`src/rtl/mem_burst_pkg.sv`:
```
// mem_burst_pkg: shared FSM state type and default widths for the burst controller
package mem_burst_pkg;
  typedef enum logic [1:0] {IDLE, WR, RD, DRAIN} state_t;
  localparam int ADDR_WIDTH_DEF = 8;
  localparam int DATA_WIDTH_DEF = 8;
  localparam int RESP_DEPTH_DEF = 4;
endpackage

```
`src/rtl/mem_burst_ctrl_if.sv`:
```
// mem_burst_ctrl_if: command, write stream, read stream and memory bus of the burst controller
interface mem_burst_ctrl_if #(
  parameter int ADDR_WIDTH = 8,
  parameter int DATA_WIDTH = 8
);
  logic                  cmd_valid;
  logic                  cmd_ready;
  logic                  cmd_write;
  logic [ADDR_WIDTH-1:0] cmd_addr;
  logic [ADDR_WIDTH-1:0] cmd_len;
  logic                  wr_valid;
  logic                  wr_ready;
  logic [DATA_WIDTH-1:0] wr_data;
  logic                  rd_valid;
  logic                  rd_ready;
  logic [DATA_WIDTH-1:0] rd_data;
  logic                  busy;
  logic                  done;
  logic                  mem_read;
  logic                  mem_write;
  logic [ADDR_WIDTH-1:0] mem_addr;
  logic [DATA_WIDTH-1:0] mem_wdata;
  logic [DATA_WIDTH-1:0] mem_rdata;
  modport master (
    input  cmd_valid, cmd_write, cmd_addr, cmd_len, wr_valid, wr_data, rd_ready, mem_rdata,
    output cmd_ready, wr_ready, rd_valid, rd_data, busy, done, mem_read, mem_write, mem_addr, mem_wdata
  );
  modport slave (
    output cmd_valid, cmd_write, cmd_addr, cmd_len, wr_valid, wr_data, rd_ready, mem_rdata,
    input  cmd_ready, wr_ready, rd_valid, rd_data, busy, done, mem_read, mem_write, mem_addr, mem_wdata
  );
endinterface

```
`src/rtl/mem_resp_fifo.sv`:
```
// mem_resp_fifo: first-word-fall-through synchronous FIFO holding read responses
module mem_resp_fifo #(
  parameter int DEPTH = 4,
  parameter int WIDTH = 8
) (
  input  logic             clk,
  input  logic             reset,
  input  logic             push,
  input  logic             pop,
  input  logic [WIDTH-1:0] wdata,
  output logic [WIDTH-1:0] rdata,
  output logic             full,
  output logic             empty
);
  localparam int AW = $clog2(DEPTH);
  logic [WIDTH-1:0] mem_q [DEPTH];
  logic [AW:0] wp_q, wp_d, rp_q, rp_d;
  assign empty = wp_q == rp_q;
  assign full = (wp_q[AW] != rp_q[AW]) && (wp_q[AW-1:0] == rp_q[AW-1:0]);
  assign rdata = mem_q[rp_q[AW-1:0]];
  always_comb begin
    wp_d = (push && !full) ? wp_q + 1'b1 : wp_q;
    rp_d = (pop && !empty) ? rp_q + 1'b1 : rp_q;
  end
  always_ff @(posedge clk) begin
    if (reset) begin
      wp_q <= '0;
      rp_q <= '0;
    end else begin
      wp_q <= wp_d;
      rp_q <= rp_d;
    end
    if (push && !full) mem_q[wp_q[AW-1:0]] <= wdata;
  end
endmodule

```
`src/rtl/mem_burst_ctrl.sv`:
```
// mem_burst_ctrl: burst master turning one command into single-beat memory accesses with credit-managed read returns
module mem_burst_ctrl
  import mem_burst_pkg::*;
#(
  parameter int ADDR_WIDTH = ADDR_WIDTH_DEF,
  parameter int DATA_WIDTH = DATA_WIDTH_DEF,
  parameter int RESP_DEPTH = RESP_DEPTH_DEF
) (
  input logic clk,
  input logic reset,
  mem_burst_ctrl_if.master bus
);
  localparam int CW = $clog2(RESP_DEPTH + 1);
  state_t state_q, state_d;
  logic [ADDR_WIDTH-1:0] addr_q, addr_d, rem_q, rem_d, mem_addr_q, mem_addr_d;
  logic [DATA_WIDTH-1:0] mem_wdata_q, mem_wdata_d;
  logic [CW-1:0] credits_q, credits_d;
  logic pend_q, mem_read_q, mem_read_d, mem_write_q, mem_write_d, done_q, done_d;
  logic issue, pop, fifo_full, fifo_empty;
  assign pop = !fifo_empty && bus.rd_ready;
  assign issue = (state_q == RD) && (credits_q < CW'(RESP_DEPTH)) && !fifo_full;
  always_comb begin
    state_d = state_q;
    addr_d = addr_q;
    rem_d = rem_q;
    mem_addr_d = mem_addr_q;
    mem_wdata_d = mem_wdata_q;
    mem_read_d = 1'b0;
    mem_write_d = 1'b0;
    done_d = 1'b0;
    credits_d = credits_q + CW'(issue) - CW'(pop);
    case (state_q)
      IDLE: if (bus.cmd_valid) begin
        addr_d = bus.cmd_addr;
        rem_d = bus.cmd_len;
        state_d = bus.cmd_write ? WR : RD;
      end
      WR: if (bus.wr_valid) begin
        mem_write_d = 1'b1;
        mem_addr_d = addr_q;
        mem_wdata_d = bus.wr_data;
        addr_d = addr_q + 1'b1;
        rem_d = rem_q - 1'b1;
        state_d = (rem_q == '0) ? IDLE : WR;
        done_d = rem_q == '0;
      end
      RD: if (issue) begin
        mem_read_d = 1'b1;
        mem_addr_d = addr_q;
        addr_d = addr_q + 1'b1;
        rem_d = rem_q - 1'b1;
        state_d = (rem_q == '0) ? DRAIN : RD;
      end
      DRAIN: if (credits_q == '0) begin
        done_d = 1'b1;
        state_d = IDLE;
      end
      default: state_d = IDLE;
    endcase
  end
  always_ff @(posedge clk) begin
    if (reset) begin
      state_q <= IDLE;
      addr_q <= '0;
      rem_q <= '0;
      mem_addr_q <= '0;
      mem_wdata_q <= '0;
      credits_q <= '0;
      pend_q <= 1'b0;
      mem_read_q <= 1'b0;
      mem_write_q <= 1'b0;
      done_q <= 1'b0;
    end else begin
      state_q <= state_d;
      addr_q <= addr_d;
      rem_q <= rem_d;
      mem_addr_q <= mem_addr_d;
      mem_wdata_q <= mem_wdata_d;
      credits_q <= credits_d;
      pend_q <= mem_read_q;
      mem_read_q <= mem_read_d;
      mem_write_q <= mem_write_d;
      done_q <= done_d;
    end
  end
  mem_resp_fifo #(.DEPTH(RESP_DEPTH), .WIDTH(DATA_WIDTH)) u_fifo (
    .clk(clk),
    .reset(reset),
    .push(pend_q),
    .pop(pop),
    .wdata(bus.mem_rdata),
    .rdata(bus.rd_data),
    .full(fifo_full),
    .empty(fifo_empty)
  );
  assign bus.cmd_ready = state_q == IDLE;
  assign bus.wr_ready = state_q == WR;
  assign bus.busy = state_q != IDLE;
  assign bus.rd_valid = !fifo_empty;
  assign bus.done = done_q;
  assign bus.mem_read = mem_read_q;
  assign bus.mem_write = mem_write_q;
  assign bus.mem_addr = mem_addr_q;
  assign bus.mem_wdata = mem_wdata_q;
endmodule
```
`src/flat_wrapper.sv`:
```
// flat-port wrapper written by rule: the top's interface ports become plain ports
module mem_burst_ctrl_flat import mem_burst_pkg::*;
#(
  parameter int ADDR_WIDTH = ADDR_WIDTH_DEF,
  parameter int DATA_WIDTH = DATA_WIDTH_DEF,
  parameter int RESP_DEPTH = RESP_DEPTH_DEF
)
  (clk, reset, bus_cmd_valid, bus_cmd_write, bus_cmd_addr, bus_cmd_len, bus_wr_valid, bus_wr_data, bus_rd_ready, bus_mem_rdata, bus_cmd_ready, bus_wr_ready, bus_rd_valid, bus_rd_data, bus_busy, bus_done, bus_mem_read, bus_mem_write, bus_mem_addr, bus_mem_wdata);
  mem_burst_ctrl_if #(.ADDR_WIDTH(ADDR_WIDTH), .DATA_WIDTH(DATA_WIDTH)) bus_i ();
  input logic clk;
  input logic reset;
  input wire logic [$bits(bus_i.cmd_valid)-1:0] bus_cmd_valid;
  input wire logic [$bits(bus_i.cmd_write)-1:0] bus_cmd_write;
  input wire logic [$bits(bus_i.cmd_addr)-1:0] bus_cmd_addr;
  input wire logic [$bits(bus_i.cmd_len)-1:0] bus_cmd_len;
  input wire logic [$bits(bus_i.wr_valid)-1:0] bus_wr_valid;
  input wire logic [$bits(bus_i.wr_data)-1:0] bus_wr_data;
  input wire logic [$bits(bus_i.rd_ready)-1:0] bus_rd_ready;
  input wire logic [$bits(bus_i.mem_rdata)-1:0] bus_mem_rdata;
  output wire logic [$bits(bus_i.cmd_ready)-1:0] bus_cmd_ready;
  output wire logic [$bits(bus_i.wr_ready)-1:0] bus_wr_ready;
  output wire logic [$bits(bus_i.rd_valid)-1:0] bus_rd_valid;
  output wire logic [$bits(bus_i.rd_data)-1:0] bus_rd_data;
  output wire logic [$bits(bus_i.busy)-1:0] bus_busy;
  output wire logic [$bits(bus_i.done)-1:0] bus_done;
  output wire logic [$bits(bus_i.mem_read)-1:0] bus_mem_read;
  output wire logic [$bits(bus_i.mem_write)-1:0] bus_mem_write;
  output wire logic [$bits(bus_i.mem_addr)-1:0] bus_mem_addr;
  output wire logic [$bits(bus_i.mem_wdata)-1:0] bus_mem_wdata;
  assign bus_i.cmd_valid = bus_cmd_valid;
  assign bus_i.cmd_write = bus_cmd_write;
  assign bus_i.cmd_addr = bus_cmd_addr;
  assign bus_i.cmd_len = bus_cmd_len;
  assign bus_i.wr_valid = bus_wr_valid;
  assign bus_i.wr_data = bus_wr_data;
  assign bus_i.rd_ready = bus_rd_ready;
  assign bus_i.mem_rdata = bus_mem_rdata;
  assign bus_cmd_ready = bus_i.cmd_ready;
  assign bus_wr_ready = bus_i.wr_ready;
  assign bus_rd_valid = bus_i.rd_valid;
  assign bus_rd_data = bus_i.rd_data;
  assign bus_busy = bus_i.busy;
  assign bus_done = bus_i.done;
  assign bus_mem_read = bus_i.mem_read;
  assign bus_mem_write = bus_i.mem_write;
  assign bus_mem_addr = bus_i.mem_addr;
  assign bus_mem_wdata = bus_i.mem_wdata;
  mem_burst_ctrl #(.ADDR_WIDTH(ADDR_WIDTH), .DATA_WIDTH(DATA_WIDTH), .RESP_DEPTH(RESP_DEPTH)) u_core (.clk(clk), .reset(reset), .bus(bus_i));
endmodule
```
`config.mk`:
```
export PLATFORM = sky130hd
export DESIGN_NAME = mem_burst_ctrl_flat
export DESIGN_NICKNAME = d
export VERILOG_FILES = /design/src/rtl/mem_burst_pkg.sv /design/src/rtl/mem_burst_ctrl_if.sv /design/src/rtl/mem_resp_fifo.sv /design/src/rtl/mem_burst_ctrl.sv /design/src/flat_wrapper.sv
export SDC_FILE = /design/constraint.sdc
export NUM_CORES = 1
export LEC_CHECK = 0
export CORE_UTILIZATION = 49
export CTS_BUF_LIST = sky130_fd_sc_hd__clkbuf_4
export CTS_CLUSTER_SIZE = 25
export DETAILED_ROUTE_END_ITERATION = 16
export PLACE_DENSITY = 0.84
export SYNTH_ARGS = -nofsm -noshare
export SYNTH_HDL_FRONTEND = slang
export SYNTH_SLANG_ARGS = --single-unit
```
`constraint.sdc`:
```
create_clock -name clk -period 2.45 [get_ports clk]
set_clock_uncertainty 0.05 [all_clocks]
set_input_delay 0.6125 -clock clk [delete_from_list [all_inputs] [get_ports clk]]
set_output_delay 0.6125 -clock clk [all_outputs]
set_load 0.02 [all_outputs]
```
; Word-level counts from Yosys, hierarchy flattened
; Memories as Yosys holds them, arrays and structs flattened. A register that Yosys moved wholly into a read port is not among the register bits.
; Index checks and enable logic that the tools add are counted.
[totals]
reg_bits = 47
mem_bits_rw = 32
out_inout_bits = 31
wordCells = 80
n_memories = 1
[op_classes]
n_addsub = 6
n_lt_le_gt_ge = 1
eq_ne = 10
n_mux = 28
bitwise = 2
reduce_logical = 20
[memory_table]
columns = memory, depth, word_bits, read_ports, rd_ports_with_merged_regs, write_ports, line
row1 = u_core.u_fifo.mem_q, 4, 8, 1, 1, 1, mem_resp_fifo.sv:16  ; logic [WIDTH-1:0] mem_q [DEPTH];
[ops]
columns = operator, n
row1 = 8-bit 2-to-1 mux, 8
row2 = 8-bit case mux with 3 select lines, 2
row3 = 8-bit case mux with 2 select lines, 1
row4 = 2-bit 2-to-1 mux, 7
row5 = "8-bit by 1-bit adder with 8-bit output, second input constant", 1
row6 = 8-bit logical NOT, 1
row7 = 1-bit 2-to-1 mux, 8
row8 = 2-bit case mux with 4 select lines, 1
row9 = 4-bit AND reduction, 2
row10 = "8-bit by 1-bit subtractor with 8-bit output, second input constant", 1
row11 = "3-bit by 1-bit adder with 3-bit output, second input constant", 2
row12 = 1-bit logical AND, 6
row13 = "2-bit equality test, second input constant", 2
row14 = "2-bit by 1-bit inequality test with 1-bit output, second input constant", 2
row15 = "2-bit inequality test, second input constant", 2
row16 = 2-bit nonzero test, 2
row17 = 2-bit OR reduction, 2
row18 = 3-bit by 1-bit adder with 3-bit output, 1
row19 = 3-bit equality test, 1
row20 = 3-bit logical NOT, 1
row21 = "3-bit less-than comparator, second input constant", 1
row22 = 3-bit AND reduction, 1
row23 = 3-bit nonzero test, 1
row24 = 3-bit by 1-bit subtractor with 3-bit output, 1
row25 = other kinds (8), 10

; Depth between registers and ports, before layout
[depth]
depth_word = 6
mapped_depth = 11
depth_no_buf = 11

; Hierarchy
; Synthesis repeated with hierarchy kept, for this count alone.
[hier_totals]
cells_unflattened = 353
area_unflattened_um2 = 3792.4
[modules_own_cells]
columns = mod, n_inst, cells_per_inst, area_each_um2
row1 = mem_burst_ctrl, 1, 243, 2060.7
row2 = mem_resp_fifo, 1, 110, 1731.7

; Least setup slack after synthesis
; No wires, ideal clock.
[synth_timing]
kind = reg-to-reg
start = reg u_core.u_fifo.wp_q[1]
end = reg u_core.credits_q[2]
t_arrival_ps = 2233
required_ps = 2272
path_slack_ps = 39
path_stages_with_launch = 12
n_path_buf = 0
path_cell_list = dfxtp_1 > xor2_1 > o31ai_1 > inv_1 > ha_1 > inv_1 > ha_1 > inv_1 > fa_1 > xnor2_1 > xnor2_1 > nor2_1
[synth_between]
elab_chain_cells = 6
word_cells_on_any_way = 9
classes_between = 2 x add/sub / 2 x eq/ne / 5 x reduce/logical
[synth_rtl]
columns = item, line
row1 = start: declaration, mem_resp_fifo.sv:17  ; logic [AW:0] wp_q, wp_d, rp_q, rp_d;
row2 = start signal: assignment, mem_resp_fifo.sv:30  ; wp_q <= wp_d;
row3 = 2-bit equality test, mem_resp_fifo.sv:19  ; assign full = (wp_q[AW] != rp_q[AW]) && (wp_q[AW-1:0] == rp_q[AW-1:0]);
row4 = 1-bit logical AND, mem_resp_fifo.sv:19
row5 = 1-bit logical NOT, mem_burst_ctrl.sv:21  ; assign issue = (state_q == RD) && (credits_q < CW'(RESP_DEPTH)) && !fifo_full;
row6 = 1-bit logical AND, mem_burst_ctrl.sv:21
row7 = 3-bit by 1-bit adder with 3-bit output, mem_burst_ctrl.sv:31  ; credits_d = credits_q + CW'(issue) - CW'(pop);
row8 = 3-bit by 1-bit subtractor with 3-bit output (*), mem_burst_ctrl.sv:31
row9 = end signal: assignment, mem_burst_ctrl.sv:79  ; credits_q <= credits_d;
row10 = end: declaration, mem_burst_ctrl.sv:17  ; logic [CW-1:0] credits_q, credits_d;
; Every way passes the cells marked *; elsewhere a longest branch is shown, timed or not.
; A chain may end at the register's enable or synchronous reset.

==> results.md <==
- Status: completed
- Drt drc: 0
- Hold path depth: 2
- Core footprint: 7292 sq um
- Pwr Density: 975.7 nW/um^2
- Post-DP Area: 4544 sq um
- Detailed-route wire length per cell: 15.43 microns
- Syn Area/Cell: 10.65 sq um
- Worst Setup End Kind: output pin
- Dominant cell type by area after synthesis: dfxtp_1
- Async set-reset flop share out of synthesis: 0
- CP Launch Type: register
- Post-DP HPWL: 5702 microns
- Final WS setup: 0.06309 ns
- Ant diodes: 0
- Max IR drop VDD: 0.6588 mV
- Largest net degree at the start of global routing: 46
- DR top layer: met4
- Initial Util: 0.5082
- CTS tree: yes
- Post-Syn Nets: 400
- Tightest Hold Check Type: register to register
- Final setup vio count: 0
- Cell area after layout: 4696 sq um
- Post-synth top flop: dfxtp_1
- Port buffer count: 68
- Setup TNS: 0 ns
- Die area: 7915 sq um
- Tmin final: 2.387 ns
- Die width: 88.97 microns
- Grt ovf: 0
- Met2 WL: 3964 microns
- Final nets: 475
- Vias in the first global route: 2789
- Die H: 88.97 microns
- R2R depth: 11
- Share of layout cells above drive strength 1: 0.1379
- Placed insts: 511
- Number of flops mapped to enable cells by yosys: 32
- Synth area leaders: dfxtp_1 26%, edfxtp_1 26%, mux4_2 4.9%
- Row Count: 31
- Cts hold-fix bufs: 0
- GRT Total Usage: 0.2135
- Seq cells post-synth: 81
- Met3 wire length: 468 microns
- Slew Limit Fails: 0
- Leakage: 1.698 nW
- Netlist cell types: 48
- Worst-Skew Late Latency: 0.43 ns
- Finished Core Util: 0.6440
- Worst Tran Pin Value: 0.7876 ns
- Vias per cell: 5.575
- Starting DRC count in detailed routing: 190
- Synth top cells by count: 49 x dfxtp_1, 34 x a21oi_1, 32 x edfxtp_1, 24 x nand2_1, 23 x inv_1
- CTS H-tree depth: 3
- Antenna-violating nets left: 0
- Maxcap violations: 0
- CTS buffer count: 9
- WS Path Type: register to output pin
- Routability-driven placement congestion ratio: 0.8747
- Met1 WL: 3545 microns
- Count of final hold-check violations: 0
- First-pass GRT wire length: 12790 microns
- Initial antenna violation count: 0
- Pre-antenna DRT Iters: 5
- Required time of the critical path: 1.79 ns
- Worst slack, placed: -0.2036 ns
- Slew HR: 0.4701
- Fin crit share: 0.9742
- Syn-to-layout area delta: 26.70%
- FILL cells: 586
- Drt total wl: 8134 microns
- Root Driver: clkbuf_4
- CTS clk-pin slew, worst paths: 0.14 ns
- Post-synthesis sequential area ratio: 0.5240
- Most common cell in the synthesized netlist: dfxtp_1
- Syn Inst Count: 348
- Critical path peak fanout: 8
- Longest Clk Path Bufs: 2
- Critical Path AT: 1.72 ns
- RSZ-0062 raised after global routing: false
- Vias: 2938
- Warnings from Yosys: 0
- Post-Synthesis Cell Area: 3706 sq um
- Cell Count, Final, Fillers Out: 527
- Sink Count: 81
- Top-level port count: 69
- Synth top area share: 0.2647
- Setup Buffers After CTS: 0
- Fmax: 0.4190 GHz
-- layout make-up --
class	count	area (sq um)	share of cell area
flip-flops and latches	81	1948	0.4149
clock inverters	7	78.83	0.01679
repair buffers	84	792.0	0.1687
well taps	99	123.9	0.02638
clock buffers	9	67.56	0.01439
multi-input cells	224	1599	0.3405
inverters	23	86.33	0.01839
-- through the flow --
| step | total power [mW] | hold slack [ns] |
|---|---|---|
| 6_report | 4.581 | 0.4129 |
| 5_1_grt | 4.858 | 0.4293 |
| 4_1_cts | 4.559 | 0.4163 |
| 3_5_place_dp | 3.810 | 0.3974 |
| 3_3_place_gp | 3.741 | 0.3928 |
| 2_1_floorplan | 3.164 | 0.4035 |
-- critical path, cell delays in order (launching register included) --
cell,delay (ns)
dfxtp_2,0.37
buf_12,0.13
mux4_2,0.49
clkdlybuf4s15_1,0.30
-- layout by cell type, fill, tap and decap left out, types with 3 or more instances in the layout --
cell type	synthesis	routed
dlygate4sd2_1	0	3
o21ai_0	12	12
clkdlybuf4s50_1	0	55
nor4_1	10	10
a21oi_1	34	34
o31ai_1	7	6
inv_1	23	23
dfxtp_2	0	5
clkbuf_4	0	9
mux4_2	8	8
ha_1	13	13
a221oi_1	3	3
nor3_1	6	6
a31oi_1	3	3
and3_1	4	4
and2_1	5	5
o32ai_1	7	7
buf_4	2	15
nand3_1	13	13
xnor2_1	4	3
edfxtp_1	32	32
nand2_1	24	24
mux2i_1	6	6
nor2b_1	3	3
dfxtp_1	49	44
inv_6	0	4
a311o_1	5	5
nand2b_1	12	12
xor2_1	5	5
clkdlybuf4s15_1	0	4
nor2_1	17	17
-- report_power, final --
part	internal, mW	switching (mW)
Sequential	1.62	0.200
Combinational	0.833	1.14
Clock	0.247	0.540
Total	2.70	1.88
-- metal layers --
layer	track usage	vias up
met2	0.3566	101
met1	0.2723	1379
met4	0.07648	0
met5	0	-
li1	-	1432
met3	0.05171	26
-- repair_timing --
action,in CTS,in global routing
gates cloned,0,0
setup endpoints to repair,12,5
resized for setup,25,10
pin swaps,0,1
-- registers in the layout (all words and copies together) (netlist names), named ones only --
register,count
u_core.credits_q,3
u_core.bus.done,1
u_core.addr_q,8
u_core.u_fifo.wp_q,3
u_core.bus.mem_wdata,8
u_core.rem_q,8
u_core.bus.mem_write,1
u_core.u_fifo.rp_q,3
u_core.state_q,2
u_core.bus.mem_addr,8
u_core.u_fifo.mem_q,32
u_core.pend_q,1
u_core.bus.mem_read,1
-- final timing paths --
kind	start	end	slack, ns
max	register	bus_rd_data[5]	0.06
max reg2reg	u_core.u_fifo.rp_q[0]$_SDFFE_PP0P_	u_core.credits_q[2]$_SDFF_PP0_	0.22
min reg2reg	u_core.bus.mem_wdata[2]$_SDFFE_PP0P_	u_core.bus.mem_wdata[2]$_SDFFE_PP0P_	0.41
min	u_core.bus.mem_wdata[2]$_SDFFE_PP0P_	u_core.bus.mem_wdata[2]$_SDFFE_PP0P_	0.41
-- logic make-up after synthesis --
kind of cell,share of synthesized area
AOI/OAI and AO/OA,0.1519
buffers and inverters,0.04861
xor gates and xnor gates,0.02127
and+or+nand+nor,0.1371
adders and majority gates,0.04929
DFF,0.5240
muxes,0.06786
No activity file was read; power rests on OpenSTA's default activity.
==> variant, RTL diff (same settings) <==
Make the reset (`reset`) asynchronous in one clocked block.
--- a/src/rtl/mem_burst_ctrl.sv
+++ b/src/rtl/mem_burst_ctrl.sv
@@ -59,5 +59,5 @@
     endcase
   end
-  always_ff @(posedge clk) begin
+  always_ff @(posedge clk or posedge reset) begin
     if (reset) begin
       state_q <= IDLE;
Check against the original RTL: differs if reset is asserted again (counterexample within 4 cycles, from zero or initial values and one cycle with reset high); with reset held inactive, the same outputs for 10 cycles.
==> variant against the unedited design <==
Die area increased by 0.37%; sequential power increased by 18%; power increased by 28%; sequential cell count unchanged; cell area grew 0.61%; setup slack better by 0.0070 ns; non-clock buffer count down 8; area after synthesis increased by 0.37%; cell count decreased by 12%; wire length shrank 10%; fmax increased by 0.30%; hold slack worse by 0.056 ns; first-iteration DRC count down 39%; critical endpoint is now bus_rd_data[4].
==> variant: results (changes against the unedited design) <==
stage,metric,value,unit,change
status,outcome,"finished, final reports clean",,
placed_design,hpwl,5140,µm,-9.8%
placed_design,dp_slack,-0.0911,ns,+0.112 ns
synthesis,syn-num-nets,339,,-15%
critical_path,rr_worst_depth,7,,-4
power_and_ir_drop,power_switching,2.24,mW,+19%
synthesis,synth_ff_type,dfrtp_1,,
placed_design,dpl_cell_area,0.00456,mm²,+0.25%
global_route,grt_usage,19.7,%,-1.6 points
synthesis,synthArstFlopShare,50.6,%,+51 points
detailed_routing,avgViaCountPerCell,5.29,,-5.1%
sta,worst_slew_pin_slew,0.567,ns,-0.221 ns
synthesis,ys_top_cells_by_area,"dfrtp_1 28%, edfxtp_1 26%, mux4_2 4.8%",,
cells_and_area,layout.nets,414,,-13%
detailed_routing,vias,2465,,-16%
synthesis,synthCells,287,,-18%
placed_design,dp_cells,450,,-12%
detailed_routing,first_pass_iters,4,,-1
hold_path,min_path_cells,0,,-2
global_route,grt_pass1_wl,11600,µm,-9.6%
power_and_ir_drop,leakagePower,1.87,nW,+9.9%
global_route,grt_max_degree,37,,-20%
detailed_routing,drt-total-wl,7300,µm,-10%
synthesis,ys_types,50,,+4.2%
power_and_ir_drop,ir_drop,0.000705,V,+7.0%
cells_and_area,drive_gt1_share,17.2,%,+3.4 points
placed_design,globalplace.congestion,0.780,,-11%
clock_network,insertion_delay,0.41,ns,-0.02 ns
## variant: power by group through the flow
stage	Clock, mW	Combinational (mW)	Sequential (mW)
final	0.907	2.80	2.15
after detailed placement	0	2.85	2.17
after global placement	0	2.75	2.15
after global routing	0.985	3.06	2.21
after CTS	0.924	2.81	2.15
after floorplan	0	1.79	2.27
## variant: final cells by class
type / instances / area [µm²] / area share, %
Clock inverter: 7 / 103 / 2.17
Inverter: 19 / 71.3 / 1.51
Tap cell: 99 / 124 / 2.62
Multi-Input combinational cell: 175 / 1440 / 30.4
Timing Repair Buffer: 76 / 769 / 16.3
Clock buffer: 9 / 67.6 / 1.43
Sequential cell: 81 / 2150 / 45.6
## variant: worst paths after layout
check	start	to	slack [ns]
worst min register to register	u_core.bus.mem_read	u_core.pend_q	0.36
max in group asynchronous	reset	u_core.bus.mem_wdata[6]	1.27
worst max-delay path	flip-flop	bus_rd_data[4]	0.07
min in group asynchronous	reset	u_core.credits_q[1]	0.60
worst max register to register	u_core.rem_q[0]	u_core.state_q[0]	0.30
worst min-delay path	u_core.bus.mem_read	u_core.pend_q	0.36
## variant: routing by layer
metal / track usage (%) / wire length [µm] / vias to the layer above
li1: - / - / 1198
met1: 23.0 / 3100 / 1192
met2: 35.3 / 3770 / 64
met3: 4.62 / 316 / 11
met4: 7.65 / 120 / 0
met5: 0 / 0 / -
## variant: cell families after synthesis
kind of cell	Yosys count	synth area share (%)
AO/OA/AOI/OAI	55	9.08
XOR/XNOR	10	2.76
adder cells (fa/ha/maj)	14	4.91
buffers and inverters	31	3.70
flip-flops	81	57.7
multiplexers	27	11.3
AND/OR/NAND/NOR	69	10.5
## variant: repair_timing
item / in CTS / in global routing
gates resized for setup: 21 / 6
hold buffers: 0 / 0
setup endpoints to repair: 12 / 9
